<file path="config.mk">
export PLATFORM = sky130hd
export DESIGN_NAME = debounce_edge_multi
export DESIGN_NICKNAME = d
export VERILOG_FILES = /design/src/rtl/debounce_edge_multi.sv
export SDC_FILE = /design/constraint.sdc
export NUM_CORES = 1
export LEC_CHECK = 0
export BUFFER_PORTS_ARGS = -buffer_cell sky130_fd_sc_hd__buf_2
export CORE_MARGIN = 1.5
export CORE_UTILIZATION = 35
export CTS_BUF_LIST = sky130_fd_sc_hd__clkbuf_2
export DETAILED_ROUTE_END_ITERATION = 8
export GPL_TIMING_DRIVEN = 0
export HOLD_SLACK_MARGIN = 0.08
export PLACE_DENSITY_LB_ADDON = 0.1
export SETUP_SLACK_MARGIN = 0.05
export SLEW_MARGIN = 20
export SYNTH_ARGS = -nofsm -noshare
export SYNTH_HDL_FRONTEND = slang
export SYNTH_SLANG_ARGS = --single-unit
</file>
<file path="constraint.sdc">
create_clock -name clk -period 2.7 [get_ports clk]
set_clock_uncertainty 0.05 [all_clocks]
set_input_delay 0.27 -clock clk [delete_from_list [all_inputs] [get_ports clk]]
set_output_delay 0.27 -clock clk [all_outputs]
set_load 0.005 [all_outputs]
</file>
<file path="src/rtl/debounce_edge_multi.sv">
// debounce_edge_multi: multi-channel switch/key debouncer.
// Each channel is polarity-normalised, synchronised, debounced, and emits a
// one-cycle rise/fall pulse when its debounced level flips. any_edge is the
// registered OR of all edge pulses, aligned with them.
// Optional feature macro: DEBOUNCE_REPEAT_EN enables per-channel hold-repeat
// pulses. Without it repeat_pulse is tied to 0 and no hold counters exist.
module debounce_edge_multi #(
  parameter int                      NUM_SWITCHES    = 22,
  parameter int                      DELAY_COUNTS    = 2500,
  parameter int                      SYNC_STAGES     = 2,
  parameter logic [NUM_SWITCHES-1:0] ACTIVE_LOW_MASK = {NUM_SWITCHES{1'b0}},
  parameter int                      REPEAT_DELAY    = 25000000,
  parameter int                      REPEAT_PERIOD   = 5000000
) (
  input  logic                    clk,
  input  logic                    reset_n,
  input  logic [NUM_SWITCHES-1:0] button,
  output logic [NUM_SWITCHES-1:0] button_pressed,
  output logic [NUM_SWITCHES-1:0] rise_pulse,
  output logic [NUM_SWITCHES-1:0] fall_pulse,
  output logic [NUM_SWITCHES-1:0] repeat_pulse,
  output logic                    any_edge
);

  localparam int              CNT_W    = $clog2(DELAY_COUNTS + 1);
  localparam logic [CNT_W-1:0] CNT_LAST = CNT_W'(DELAY_COUNTS - 1);

  // Reject configurations the channel logic cannot represent.
  generate
    if (NUM_SWITCHES < 1 || DELAY_COUNTS < 1 || SYNC_STAGES < 2 ||
        REPEAT_DELAY < 1 || REPEAT_PERIOD < 1) begin : g_bad_cfg
      $error("debounce_edge_multi: illegal parameter combination");
    end
  endgenerate

  // Normalised raw level: 1 always means pressed/on.
  logic [NUM_SWITCHES-1:0] norm;
  logic [NUM_SWITCHES-1:0] rise_d;
  logic [NUM_SWITCHES-1:0] fall_d;
  logic                    any_edge_q;

  assign norm = button ^ ACTIVE_LOW_MASK;

  genvar gi;
  generate
    for (gi = 0; gi < NUM_SWITCHES; gi++) begin : g_chan
      logic [SYNC_STAGES-1:0] sync_q;
      logic                   sync_out;
      logic [CNT_W-1:0]       cnt_q, cnt_d;
      logic                   pressed_q, pressed_d;
      logic                   rise_q, fall_q;
      logic                   ch_rise_d, ch_fall_d;

      assign sync_out = sync_q[SYNC_STAGES-1];

      // Shift the normalised input through the synchroniser chain.
      always_ff @(posedge clk) begin
        if (!reset_n) begin
          sync_q <= '0;
        end else begin
          sync_q <= {sync_q[SYNC_STAGES-2:0], norm[gi]};
        end
      end

      // Count consecutive differing cycles; flip the level on the last one.
      always_comb begin
        cnt_d     = '0;
        pressed_d = pressed_q;
        ch_rise_d = 1'b0;
        ch_fall_d = 1'b0;
        if (sync_out != pressed_q) begin
          if (cnt_q == CNT_LAST) begin
            pressed_d = sync_out;
            ch_rise_d = sync_out;
            ch_fall_d = ~sync_out;
          end else begin
            cnt_d = cnt_q + 1'b1;
          end
        end
      end

      // Register counter, debounced level and edge pulses.
      always_ff @(posedge clk) begin
        if (!reset_n) begin
          cnt_q     <= '0;
          pressed_q <= 1'b0;
          rise_q    <= 1'b0;
          fall_q    <= 1'b0;
        end else begin
          cnt_q     <= cnt_d;
          pressed_q <= pressed_d;
          rise_q    <= ch_rise_d;
          fall_q    <= ch_fall_d;
        end
      end

      assign rise_d[gi]         = ch_rise_d;
      assign fall_d[gi]         = ch_fall_d;
      assign button_pressed[gi] = pressed_q;
      assign rise_pulse[gi]     = rise_q;
      assign fall_pulse[gi]     = fall_q;

`ifdef DEBOUNCE_REPEAT_EN
      localparam int HOLD_MAX = (REPEAT_DELAY > REPEAT_PERIOD) ? REPEAT_DELAY : REPEAT_PERIOD;
      localparam int HOLD_W   = $clog2(HOLD_MAX + 1);
      localparam logic [HOLD_W-1:0] FIRST_LAST = HOLD_W'(REPEAT_DELAY - 1);
      localparam logic [HOLD_W-1:0] NEXT_LAST  = HOLD_W'(REPEAT_PERIOD - 1);

      logic [HOLD_W-1:0] hold_q, hold_d;
      logic              armed_q, armed_d;
      logic              rep_q, rep_d;

      // Hold counter runs only while the level stays high past the rise edge;
      // armed selects the first-delay versus the repeat-period target.
      always_comb begin
        hold_d  = '0;
        armed_d = 1'b0;
        rep_d   = 1'b0;
        if (pressed_d && !ch_rise_d) begin
          armed_d = armed_q;
          if (hold_q == (armed_q ? NEXT_LAST : FIRST_LAST)) begin
            rep_d   = 1'b1;
            armed_d = 1'b1;
          end else begin
            hold_d = hold_q + 1'b1;
          end
        end
      end

      // Register hold counter state and the repeat pulse.
      always_ff @(posedge clk) begin
        if (!reset_n) begin
          hold_q  <= '0;
          armed_q <= 1'b0;
          rep_q   <= 1'b0;
        end else begin
          hold_q  <= hold_d;
          armed_q <= armed_d;
          rep_q   <= rep_d;
        end
      end

      assign repeat_pulse[gi] = rep_q;
`else
      assign repeat_pulse[gi] = 1'b0;
`endif
    end
  endgenerate

  // Aggregate edge flag, registered so it lines up with the per-channel pulses.
  always_ff @(posedge clk) begin
    if (!reset_n) begin
      any_edge_q <= 1'b0;
    end else begin
      any_edge_q <= |(rise_d | fall_d);
    end
  end

  assign any_edge = any_edge_q;

endmodule

</file>
[Word level (Yosys, flattened, before mapping)]
Index checks and enable logic that the tools add are counted.
Storage, ports and cells
  register bits: 375
  bits in latches: 0
  memory bits (writable): 0
  ROM bits: 0
  input bits: 24
  output and inout bits: 89
  logic and storage cells: 356
  memories kept: 0
Cells by class
  add/sub/neg operators: 22
  $mul: 0
  div/mod/pow operators: 0
  $lt $le $gt $ge: 0
  equality and inequality tests: 44
  shifts and indexed selects: 0
  muxes and demuxes: 88
  bitwise operators: 46
  reductions and logical operators: 45
Operators with widths (count)
  adder 12 x 1 -> 12 bit, second input constant: 22
  == test 12 bit, second input constant: 22
  2-to-1 mux 1 bit: 88
  OR reduction 3 bit: 22
  inverter 1 bit: 45
  AND reduction 2 bit: 22
  inequality test 1 bit: 22
  OR 22 bit: 1
  OR reduction 22 bit: 1

[Longest topological paths before layout]
  depth in word-level cells: 5
  mapped depth: 7
  mapped depth without buffers: 6

[Least setup slack after synthesis]
OpenSTA, ideal clock, no wires.
  path type: register -> register
  start point: reg g_chan[12].cnt_q[0]
  end point: reg g_chan[12].cnt_q[5]
  library setup time: 0.115 ns
  arrival: 2.052 ns
  required time: 2.535 ns
  slack: 0.483 ns
  cell stages (with the launch flop): 8
  path buffers: 1
  period minus slack after synthesis: 2.217 ns
  cells stage by stage: dfxtp_1 ha_1 or4b_1 or4_1 or2_1 nand3_1 buf_4 nor2_1
Between the ends
  word-level cells in the longest chain between the ends: 2
  elaborated cells on any way between the ends: 3
  those cells by class: add/sub (1); eq/ne (1); reduce/logical (1)
Ends and longest elaborated chain
  start, declared: line 49  | logic [CNT_W-1:0] cnt_q, cnt_d;
  start signal, assigned: line 90  | cnt_q <= cnt_d;
  parallel branches: the longest is 2 deep, another holds adder 12 x 1 -> 12 bit
Parallel ways; which one is timed is not known.
A chain may end at the register's enable or synchronous reset.

[Worst setup path in the final report]
  start point: reg g_chan[12].cnt_q[0]
  end point: reg g_chan[12].cnt_q[4]
Same word-level chain as after synthesis.

==> results by group <==
Min path
  • Worst hold start: g_chan[10].sync_q[0]$_SDFF_PN0_
  • Number of cells on the worst hold path: 1
  • HP Class: flip-flop to flip-flop
  • WHS Endpoint: g_chan[10].sync_q[1]$_SDFF_PN0_

Pwr
  • Overall Power: slightly below 10 mW
  • Maximum vdd ir drop: approximately 240 uV
  • Pleak: 7.00 nW
  • Power Density: ~540 mW/mm^2

Timing
  • Fin. max-slew vios: 0
  • Hold Vio Cnt, Final: 0
  • Worst-margin pin slew: between 1000 and 1500 ps
  • FMAX: roughly 400 MHz
  • Unrepaired setup endpoints after global routing: no
  • Minimum clock period: between 2000 and 3000 ps
  • Max_slew headroom: between 20% and 30%
  • Final-report setup violation count: 0
  • Fin crit share: 92.6%
  • WHS: approximately 380 ps
  • Setup TNS: 0 ps

Detailed routing
  • Met3 wire len: 1480 um
  • Max layer used: met4
  • Iter 0 DRT Violations: 475
  • Remaining DRCs: 0
  • WL met1: around 16,000 um
  • Mean routed wirelength per cell: ~13 um
  • DRT antenna net count: 0
  • Final WL: between 30,000 and 40,000 um
  • Drt pass-1 iters: 4
  • Routed vias/inst: roughly 4.4
  • Met2 wire length: approximately 15,000 um
  • Vias: between 10,000 and 15,000

Yosys
  • Synth Area in Adders: roughly 1.8%
  • Register area share after synthesis: about half
  • Ys flop type: dfxtp_1
  • FF+latch count, synth: around 380
  • Mapped Cells: 1,648
  • Top cell type's share of synthesized area: between 40% and 50%
  • Synth area leaders: dfxtp_1 (49%), xor2_1 (8.3%), nor2_1 (7.9%), xnor2_1 (5.4%), buf_4 (4.4%)
  • Syn_area_per_cell: a little over 9 um^2
  • Ys async rst share: 0%
  • Number of synthesized flops with an enable pin: 0
  • Area leader, netlist: dfxtp_1
  • Compound-cell area share of the yosys netlist: less than 1%
  • Post-synthesis simple-gate area fraction: 27.1%
  • Ys Warns: 0
  • Post-synthesis mux area share: 1.24%
  • Mapped Area: around 0.015 mm^2
  • Combinational family with the most area after synthesis: simple AND/OR/NAND/NOR gates
  • Xor/xnor share of the synthesized area: around 14%
  • Distinct cells, synth: 45

Layout
  • Fill count: about 4,500
  • Most frequent cells in the layout: dfxtp_1 (375), nor2_1 (322), clkbuf_2 (146)
  • Area grow syn2layout: 16.9%
  • Area of the multi-input gates: around 0.0069 mm^2
  • Share of cells above drive strength 1: between 15 and 20%
  • Commonest non-fill, non-tap cell in the layout: dfxtp_1
  • Finished Layout Cells: approximately 2,600
  • Nets: 1,949
  • FF+latch area: 0.00751 mm^2

Setup path
  • Setup Crit Path Kind: flip-flop to flip-flop
  • Data required time of the worst path: roughly 3600 ps
  • FF-to-FF path depth: 7
  • Worst-path fanout max: 10
  • Worst setup SP type: flip-flop
  • Critical Path Sink Type: flip-flop
  • Arrival @ worst endpoint: about 3400 ps
  • R2R Setup Slk: roughly 200 ps
  • Reg2reg start: g_chan[12].cnt_q[0]$_SDFF_PP0_
  • Worst flop-to-flop path endpoint: g_chan[12].cnt_q[4]$_SDFF_PP0_

CTS
  • Total CTS buffers: 98
  • H-tree depth: 3
  • CTS sink count: between 300 and 400
  • Clock root cell: clkbuf_2
  • Worst skew pair latency: 1020 ps
  • Clock buffer depth: 3
  • CTS tree: done
  • CTS clk-pin slew, worst paths: 90 ps
  • Post-CTS setup buffer count: 0

Placement
  • Routability Congestion: 0.767
  • PortBufs: 89
  • Placed cells: ~2,300
  • DPL Wire Length: roughly 23,000 um

GRT
  • Tot GR Track Use: between 15 and 20%
  • Vias in the first global route: about 11,000
  • Largest net degree at the start of global routing: 13
  • Initial antenna violation count: 4
  • First-pass GRT wire length: 53,700 um
  • Remaining global-route overflow: 0

Die
  • Initial Util: between 30 and 40%
  • Die Width: 212 um
  • I/O Pins: 113
  • Site row count: 76
  • Height of the die: ~210 um
  • Die ar.: ~0.045 mm^2
  • Core area: about 0.043 mm^2

Job
  • Max-Cap Viols: 0

Run status
  • Outcome: finished clean
## repair_timing
item	4_1_cts	5_1_grt
hold buffers	45	0
gates resized for setup	0	5
setup endpoints to repair	0	8
hold endpoints to repair	31	0
## worst max path at each step
stage	slack, ps	cells past startpoint	to	from
floorplan	480	7	g_chan[12].cnt_q[5]$_SDFF_PP0_	g_chan[12].cnt_q[0]$_SDFF_PP0_
global placement	-440	5	g_chan[20].rise_q$_SDFF_PN0_	reset_n
detailed placement	-460	5	g_chan[20].rise_q$_SDFF_PN0_	reset_n
CTS	70	6	any_edge$_SDFF_PN0_	g_chan[12].cnt_q[0]$_SDFF_PP0_
global route	40	7	g_chan[12].cnt_q[5]$_SDFF_PP0_	g_chan[12].cnt_q[0]$_SDFF_PP0_
finish	200	7	g_chan[12].cnt_q[4]$_SDFF_PP0_	g_chan[12].cnt_q[0]$_SDFF_PP0_
## synth_stat cells (all sizes together), types with 2 or more instances
cell    instances
xnor2          95
o21ai           3
nand2         105
xor2          145
or4b            2
nor4bb          7
and4           17
clkbuf         34
a21oi           4
or4             4
o211ai          4
nand4          38
nand2b          2
buf            90
or3             2
o22ai           3
dfxtp         375
ha             22
nand4b          4
nand3b         13
nor4           16
nor2b          14
nor4b          15
or2             4
nor3b          24
nand3          91
nor2          322
mux2i          19
and4b          12
a221oi          2
and2           46
and3           62
nor3           12
a22o            2
inv            33
## report_power, final
group	internal [mW]	total (mW)	switching, mW	leakage [nW]
Combinational	0.114	0.255	0.141	3.31
Sequential	5.57	5.59	0.0281	3.03
Clock	1.51	3.79	2.28	0.661
## critical path, cell delays in order (launching register included)
cell and delay (ps):
dfxtp_1 370, ha_2 230, or4b_1 450, or4_1 570, or2_1 310, nand3_1 160, buf_4 210, nor2_1 60
## state kept, by name, indices dropped and copies added (netlist names)
name / count
any_edge: 1
g_chan.cnt_q: 264
g_chan.rise_q: 22
g_chan.sync_q: 44
g_chan.pressed_q: 22
g_chan.fall_q: 22
## cell type report
class | count | area share, %
clock buffers | 145 | 4.06
flip-flops and latches | 375 | 42.0
clock inverters | 25 | 0.686
diodes | 9 | 0.126
repair buffers | 134 | 5.01
inverters | 33 | 0.693
plain buffers | 124 | 4.52
multi-input cells | 1137 | 38.8
well taps | 585 | 4.09
## routing by layer
metal,up-vias,global-route usage [%]
met5,-,0
met4,0,6.11
met3,60,4.02
met2,177,23.6
met1,5204,19.8
li1,5937,-
## kinds of logic after synthesis
kind of cell	Yosys count
simple gates	813
xor+xnor	240
mux	19
other cells	1
compound gates	21
fa+ha+maj	22
flops	375
buf+inv	157
## stage by stage
stage | util [%] | area [um^2] | worst slack [ps]
2_1_floorplan | - | 15400 | 483
6_report | 41.5 | 17900 | 200
3_3_place_gp | 38.4 | 16500 | -436
5_1_grt | 41.5 | 17900 | 37.1
3_5_place_dp | 38.4 | 16500 | -456
4_1_cts | 41.4 | 17800 | 74.2
(Power assumes the default switching activity.)
